$ cat src/rtl/ibex_register_file_mp_if.sv
// ibex_register_file_mp_if
//   Bundle between the register file and its users. The WB stage drives the
//   write ports. The decoder and operand muxes drive the read addresses and
//   consume the read data.
//   master : user side. Drives addresses, write data, enables and the dummy flag.
//   slave  : register-file side. Drives rdata_o, wr_collision_o and err_o.
//   Signals:
//     dummy_instr_id_i  current ID instruction is a dummy instruction
//     raddr_i           read addresses, 5 bits per port
//     rdata_o           read data, DataWidth bits per port
//     waddr_i/wdata_i   write address/data, packed per write port
//     we_i              per-port write enable
//     wr_collision_o    a staged write pair targeted the same address
//     err_o             per-read-port parity error
interface ibex_register_file_mp_if #(
  parameter int NumRead   = 2,
  parameter int NumWrite  = 1,
  parameter int DataWidth = 32
);
  logic                          dummy_instr_id_i;
  logic [NumRead*5-1:0]          raddr_i;
  logic [NumRead*DataWidth-1:0]  rdata_o;
  logic [NumWrite*5-1:0]         waddr_i;
  logic [NumWrite*DataWidth-1:0] wdata_i;
  logic [NumWrite-1:0]           we_i;
  logic                          wr_collision_o;
  logic [NumRead-1:0]            err_o;

  modport master (
    output dummy_instr_id_i, raddr_i, waddr_i, wdata_i, we_i,
    input  rdata_o, wr_collision_o, err_o
  );

  modport slave (
    input  dummy_instr_id_i, raddr_i, waddr_i, wdata_i, we_i,
    output rdata_o, wr_collision_o, err_o
  );
endinterface

$ cat src/rtl/ibex_register_file_mp.sv
// ibex_register_file_mp
//   This is a multi-port integer register file. Writes pass through a
//   capture stage (wq) and are committed on the following edge. Reads are
//   combinational. When WriteBypass=1, reads can forward data from the
//   capture stage. Register x0 reads as zero. When DummyInstructions=1,
//   x0 has a writable shadow that is only visible while dummy_instr_id_i
//   is set.
//   Optional build macro RF_PARITY_EN: adds an even-parity bit to every
//   storage word, the shadow r0 and the capture stage. err_o flags a
//   mismatch on the source that was read. When the macro is undefined,
//   err_o is 0.
//   Ports:
//     clk_int  register file clock
//     rst_ni   asynchronous active-low reset
//     bus      ibex_register_file_mp_if slave modport
module ibex_register_file_mp #(
  parameter bit RV32E             = 1'b0,
  parameter int DataWidth         = 32,
  parameter int NumRead           = 2,
  parameter int NumWrite          = 1,
  parameter bit WriteBypass       = 1'b1,
  parameter bit DummyInstructions = 1'b0
) (
  input logic                    clk_int,
  input logic                    rst_ni,
  ibex_register_file_mp_if.slave bus
);
  localparam int AW       = RV32E ? 4 : 5;
  localparam int NumWords = 2 ** AW;

  logic [DataWidth-1:0] mem [NumWords];
  logic [DataWidth-1:0] shadow_r0;
  logic [NumWrite-1:0]  wq_vld;
  logic [NumWrite-1:0]  wq_dummy;
  logic [AW-1:0]        wq_addr [NumWrite];
  logic [DataWidth-1:0] wq_data [NumWrite];
  logic                 wr_collision_q;
  logic                 collision_d;
`ifdef RF_PARITY_EN
  logic [NumWords-1:0]  mem_par;
  logic [NumWrite-1:0]  wq_par;
  logic                 shadow_par;
`endif

  generate
    if (NumWrite == 2) begin : g_coll
      // Compare only the AW address bits, because aliased addresses hit the same word.
      assign collision_d = bus.we_i[0] & bus.we_i[1] &
                           (bus.waddr_i[0 +: AW] == bus.waddr_i[5 +: AW]);
    end else begin : g_no_coll
      assign collision_d = 1'b0;
    end
  endgenerate

  always_ff @(posedge clk_int or negedge rst_ni) begin
    if (!rst_ni) begin
      for (int i = 0; i < NumWords; i++) mem[i] <= '0;
      for (int w = 0; w < NumWrite; w++) begin
        wq_addr[w] <= '0;
        wq_data[w] <= '0;
      end
      wq_vld         <= '0;
      wq_dummy       <= '0;
      shadow_r0      <= '0;
      wr_collision_q <= 1'b0;
`ifdef RF_PARITY_EN
      mem_par    <= '0;
      wq_par     <= '0;
      shadow_par <= 1'b0;
`endif
    end else begin
      // Commit: the loop runs from the highest port down to port 0, so on an address tie port 0 is written last and wins.
      for (int w = NumWrite - 1; w >= 0; w--) begin
        if (wq_vld[w]) begin
          if (wq_addr[w] != '0) begin
            mem[wq_addr[w]] <= wq_data[w];
`ifdef RF_PARITY_EN
            mem_par[wq_addr[w]] <= wq_par[w];
`endif
          end else if (DummyInstructions && wq_dummy[w]) begin
            shadow_r0 <= wq_data[w];
`ifdef RF_PARITY_EN
            shadow_par <= wq_par[w];
`endif
          end
        end
      end
      // Capture
      for (int w = 0; w < NumWrite; w++) begin
        wq_vld[w] <= bus.we_i[w];
        if (bus.we_i[w]) begin
          wq_addr[w]  <= bus.waddr_i[5*w +: AW];
          wq_data[w]  <= bus.wdata_i[DataWidth*w +: DataWidth];
          wq_dummy[w] <= bus.dummy_instr_id_i;
`ifdef RF_PARITY_EN
          wq_par[w] <= ^bus.wdata_i[DataWidth*w +: DataWidth];
`endif
        end
      end
      wr_collision_q <= collision_d;
    end
  end

  logic [NumRead*DataWidth-1:0] rdata_c;
  logic [NumRead-1:0]           err_c;
  logic [AW-1:0]                ra;
  logic [DataWidth-1:0]         sel_data;
  logic                         sel_par;
  logic                         sel_chk;

  always_comb begin
    rdata_c  = '0;
    err_c    = '0;
    ra       = '0;
    sel_data = '0;
    sel_par  = 1'b0;
    sel_chk  = 1'b0;
    for (int p = 0; p < NumRead; p++) begin
      ra       = bus.raddr_i[5*p +: AW];
      sel_data = mem[ra];
      sel_par  = 1'b0;
      sel_chk  = 1'b1;
`ifdef RF_PARITY_EN
      sel_par = mem_par[ra];
`endif
      if (ra == '0) begin
        if (DummyInstructions && bus.dummy_instr_id_i) begin
          sel_data = shadow_r0;
`ifdef RF_PARITY_EN
          sel_par = shadow_par;
`endif
        end else begin
          sel_data = '0;
          sel_chk  = 1'b0;
        end
      end else if (WriteBypass) begin
        // Loop from the highest port down to port 0, so port 0 has the final say on the forwarded value.
        for (int w = NumWrite - 1; w >= 0; w--) begin
          if (wq_vld[w] && (wq_addr[w] == ra)) begin
            sel_data = wq_data[w];
`ifdef RF_PARITY_EN
            sel_par = wq_par[w];
`endif
          end
        end
      end
      if (rst_ni) begin
        rdata_c[DataWidth*p +: DataWidth] = sel_data;
`ifdef RF_PARITY_EN
        err_c[p] = sel_chk & ((^sel_data) ^ sel_par);
`else
        err_c[p] = 1'b0 & sel_chk & sel_par;
`endif
      end
    end
  end

  assign bus.rdata_o        = rdata_c;
  assign bus.err_o          = err_c;
  assign bus.wr_collision_o = wr_collision_q;
endmodule
$ cat src/flat_wrapper.sv
// flat-port wrapper written by rule: the top's interface ports become plain ports
module ibex_register_file_mp_flat 
#(
  parameter bit RV32E             = 1'b0,
  parameter int DataWidth         = 32,
  parameter int NumRead           = 2,
  parameter int NumWrite          = 1,
  parameter bit WriteBypass       = 1'b1,
  parameter bit DummyInstructions = 1'b0
)
  (clk_int, rst_ni, bus_dummy_instr_id_i, bus_raddr_i, bus_waddr_i, bus_wdata_i, bus_we_i, bus_rdata_o, bus_wr_collision_o, bus_err_o);
  ibex_register_file_mp_if #(.NumRead(NumRead), .NumWrite(NumWrite), .DataWidth(DataWidth)) bus_i ();
  input logic clk_int;
  input logic rst_ni;
  input wire logic [$bits(bus_i.dummy_instr_id_i)-1:0] bus_dummy_instr_id_i;
  input wire logic [$bits(bus_i.raddr_i)-1:0] bus_raddr_i;
  input wire logic [$bits(bus_i.waddr_i)-1:0] bus_waddr_i;
  input wire logic [$bits(bus_i.wdata_i)-1:0] bus_wdata_i;
  input wire logic [$bits(bus_i.we_i)-1:0] bus_we_i;
  output wire logic [$bits(bus_i.rdata_o)-1:0] bus_rdata_o;
  output wire logic [$bits(bus_i.wr_collision_o)-1:0] bus_wr_collision_o;
  output wire logic [$bits(bus_i.err_o)-1:0] bus_err_o;
  assign bus_i.dummy_instr_id_i = bus_dummy_instr_id_i;
  assign bus_i.raddr_i = bus_raddr_i;
  assign bus_i.waddr_i = bus_waddr_i;
  assign bus_i.wdata_i = bus_wdata_i;
  assign bus_i.we_i = bus_we_i;
  assign bus_rdata_o = bus_i.rdata_o;
  assign bus_wr_collision_o = bus_i.wr_collision_o;
  assign bus_err_o = bus_i.err_o;
  ibex_register_file_mp #(.RV32E(RV32E), .DataWidth(DataWidth), .NumRead(NumRead), .NumWrite(NumWrite), .WriteBypass(WriteBypass), .DummyInstructions(DummyInstructions)) u_core (.clk_int(clk_int), .rst_ni(rst_ni), .bus(bus_i));
endmodule
$ cat config.mk
export PLATFORM = sky130hd
export DESIGN_NAME = ibex_register_file_mp_flat
export DESIGN_NICKNAME = d
export VERILOG_FILES = /design/src/rtl/ibex_register_file_mp_if.sv /design/src/rtl/ibex_register_file_mp.sv /design/src/flat_wrapper.sv
export SDC_FILE = /design/constraint.sdc
export NUM_CORES = 2
export LEC_CHECK = 0
export CORE_ASPECT_RATIO = 0.6
export CORE_UTILIZATION = 35
export CTS_CLUSTER_SIZE = 12
export DETAILED_ROUTE_END_ITERATION = 16
export PLACE_DENSITY = 0.51
export SLEW_MARGIN = 10
export SYNTH_ARGS = -nofsm -noshare
export SYNTH_HDL_FRONTEND = slang
export SYNTH_SLANG_ARGS = --single-unit
$ cat constraint.sdc
create_clock -name clk_int -period 2.4 [get_ports clk_int]
set_input_delay 0.36 -clock clk_int [delete_from_list [all_inputs] [get_ports clk_int]]
set_output_delay 0.36 -clock clk_int [all_outputs]
set_load 0.03 [all_outputs]
==> metrics.md <==
| Metric | Value |
|---|---|
| Fin util | 0.441 |
| # setup viols final | 64 |
| CP Launch Type | register |
| Launch point of the worst hold path | bus_waddr_i[4] |
| Vias in the first global route | between 40000 and 50000 |
| Clock Skew | around 0.024 ns |
| FP Rows | roughly 110 |
| Netlist Area Pre-Place | about 0.057 mm² |
| DPL Wire Length | approximately 150000 µm |
| Multi-input gate area | between 0.02 and 0.03 mm² |
| Router iterations before antenna repair | 6 |
| EDFF count, synth | 0 |
| Final setup margin | -0.843 ns |
| Area of the die | ~0.16 mm² |
| Count of cell types in the netlist | between 50 and 60 |
| First DRT Iteration DRCs | 4351 |
| Clk buf depth | 3 |
| Crit Path Class | register to output pin |
| Final WL | 230000 µm |
| FFs w/ async S/R, synth | 1.00 |
| Die height | 315 µm |
| Max-slew violations | 0 |
| Die Span X | ~520 µm |
| Crit-path max cell delay | 0.47 ns |
| Mean Syn Cell Area | roughly 14 µm² |
| Diode count | 0 |
| Actual slew at the worst max-slew pin | 1.10 ns |
| Status | complete, but fails checks |
| Inserted Clock Buffers | 108 |
| Register area | ~0.027 mm² |
| R2R Setup Slk | roughly 0.03 ns |
| Maximum VDD drop | 568 µV |
| IO buf count | ~110 |
| Max-Cap Viols | 0 |
| Yosys warnings | 0 |
| WL/cell | approximately 35 µm |
| Vias | just over 40000 |
| Largest net degree at the start of global routing | between 150 and 200 |
| Ranking of synthesized cells by area | dfrtp_1 47%, mux2_2 20%, mux4_2 12% |
| Sequential area share after synthesis | 0.466 |
| Gpl congestion | roughly 0.84 |
| Total gr overflow | 0 |
| Leakage | roughly 31 nW |
| Hold crit path type | input port to register |
| Share of layout cells above drive strength 1 | 0.531 |
| Core area | between 0.15 and 0.2 mm² |
| Commonest cells post-synth | 1062 x dfrtp_1, 1021 x mux2_2, 406 x mux2i_1, 313 x mux4_2, 244 x clkbuf_1 |
| CP arrival | about 2.9 ns |
| P per Cell Area | around 900 mW/mm² |
| Worst Hold Path Cells | 2 |
| Net count, final | approximately 4500 |
| Hold Fails Final Rpt | 0 |
| Initial antenna violation count | 5 |
| RSZ-0062 raised after global routing | true |
| Fin crit share | 1.35 |
| Fill cells | roughly 15000 |
| CTS tree | yes |
| Post-DRT Antenna Nets | 0 |
| CP Max Fanout | 6 |
| R2r endpoint | u_core.mem[253]$_DFFE_PN0P_ |
| Worst Hold Endpoint | u_core.wq_addr[4]$_DFFE_PN0P_ |
| Max Fclk | between 300 and 400 MHz |
| Clock Sink Count | ~1100 |
| Area leader, netlist | dfrtp_1 |
| Top FF cell, synth | dfrtp_1 |
| Cell mode on critical path | buf_12 |
| First-pass GRT wire length | between 300000 and 400000 µm |
| Clk_lat worst skew | around 0.74 ns |
| Period minus WS final | ~3.2 ns |
| Yosys reg bits | 1062 |
| Worst r2r path cells | 7 |
| Failing checks | negative setup slack |
| Area growth syn-to-layout | 24.6% |
| H-tree levels | 3 |
| CTS root buf | clkbuf_16 |
| Reg clk slew, reported paths | roughly 0.060 ns |
| Post-Synthesis Cells | 4041 |
| WP data required | slightly above 2 ns |
| RR Startpoint | u_core.wq_addr[4]$_DFFE_PN0P_ |
| GRT Total Usage | 0.281 |
| I/O pin count | around 120 |
| Vias per inst | slightly above 6 |
| Top-count cell post-synth | dfrtp_1 |
| Post-synth top area share | 0.466 |
| Initial Utilization | 0.353 |
| Total power | roughly 0.064 W |
| Critical Path, Cell by Cell | xor2_1 -> nor4_4 -> nand3_4 -> buf_12 -> buf_12 -> buf_8 -> o21ai_4 -> a31oi_4 -> buf_12 -> buf_12 |
| Setup TNS | -47.40 ns |
| CP endpoint kind | output pin |
| Max_slew headroom | 0.266 |
| CP max stage cell | dfrtp_2 |
| DRC viols | 0 |
kinds of logic after synthesis:
logic type	after synthesis	share of synthesized area
buf+inv	471	0.0426
other cells	1	0.0000657
simple gates	169	0.0153
xor+xnor	10	0.00153
compound gates	526	0.0646
mux	1802	0.410
flops	1062	0.466
report_power, final:
part | internal (W) | switching, W | total [W]
logic | 0.0113 | 0.00759 | 0.0189
clock network | 0.00921 | 0.00764 | 0.0168
registers | 0.0237 | 0.00473 | 0.0284
total | 0.0442 | 0.0200 | 0.0642
placed cells by master (no fill, tap or decap), types with 9 or more instances in the layout:
master and instances:
a221oi_1 27, a22o_1 23, a22oi_1 59, a31oi_1 27
a31oi_2 18, a31oi_4 33, and2_1 10, buf_12 225
buf_4 446, buf_6 39, buf_8 10, clkbuf_1 28
clkbuf_16 109, clkbuf_8 25, clkdlybuf4s50_1 37, clkinv_2 9
dfrtp_1 1057, mux2_1 55, mux2_2 1020, mux2i_1 405
mux4_2 313, nand2_1 46, nand3_1 11, nor2_4 17
nor2b_1 22, o21a_1 27, o21ai_0 56, o21ai_2 22
o21ai_4 24, o221ai_1 67, o22ai_1 78
critical path: cells and delay by family, from the launching register on:
family | cells | cell delay [ns]
flip-flops | 1 | 0.47
AND/OR/NAND/NOR | 2 | 0.47
buffers and inverters | 5 | 0.73
AO/OA/AOI/OAI | 2 | 0.24
XOR/XNOR | 1 | 0.21
metal layers:
metal / up-vias / part of all wire / GRT usage
met4: 0 / 0.026 / 0.0680
met1: 21800 / 0.48 / 0.436
met3: 306 / 0.092 / 0.0735
met2: 1758 / 0.40 / 0.381
met5: - / 0 / 0
li1: 16400 / - / -
final cells by class:
class	instances	share of cell area
inverters	1	0.0000528
repair buffers	763	0.125
multi-input cells	2510	0.417
well taps	2146	0.0377
clock inverters	18	0.00269
flip-flops and latches	1062	0.374
clock buffers	160	0.0443
registers in the layout, summed over array words and instances (netlist names):
register and cells:
u_core.mem 1024, u_core.wq_data 32, u_core.wq_addr 5, u_core.wq_vld 1
what timing repair did:
item,4_1_cts,5_1_grt
hold endpoints to repair,287,0
buffers inserted,20,10
endpoints found under the setup margin,64,85
pin swaps,14,23
resized for setup,190,99
gates cloned,2,0
hold buffers,2,0
through the flow:
stage	hold slack, ns	cell area, µm²	cells	setup WS, ns
after global placement	0.385	66300	6456	-0.724
after CTS	0.196	70600	6657	-0.927
final	0.243	71100	6660	-0.843
after floorplan	0.0644	57400	4043	-0.142
after global routing	0.216	71100	6660	-0.941
after detailed placement	0.388	66300	6456	-0.730
worst max path at each step:
stage | startpoint | end | slack (ns) | cells past startpoint
3_3_place_gp | bus_raddr_i[7] | bus_rdata_o[39] | -0.72 | 10
6_report | u_core.wq_addr[1]$_DFFE_PN0P_ | bus_rdata_o[50] | -0.84 | 10
3_5_place_dp | bus_raddr_i[0] | bus_rdata_o[5] | -0.73 | 9
2_1_floorplan | bus_raddr_i[3] | bus_rdata_o[18] | -0.14 | 8
5_1_grt | u_core.wq_addr[3]$_DFFE_PN0P_ | bus_rdata_o[14] | -0.94 | 9
4_1_cts | u_core.wq_addr[4]$_DFFE_PN0P_ | bus_rdata_o[46] | -0.93 | 10
No activity file was read; power rests on OpenSTA's default activity.
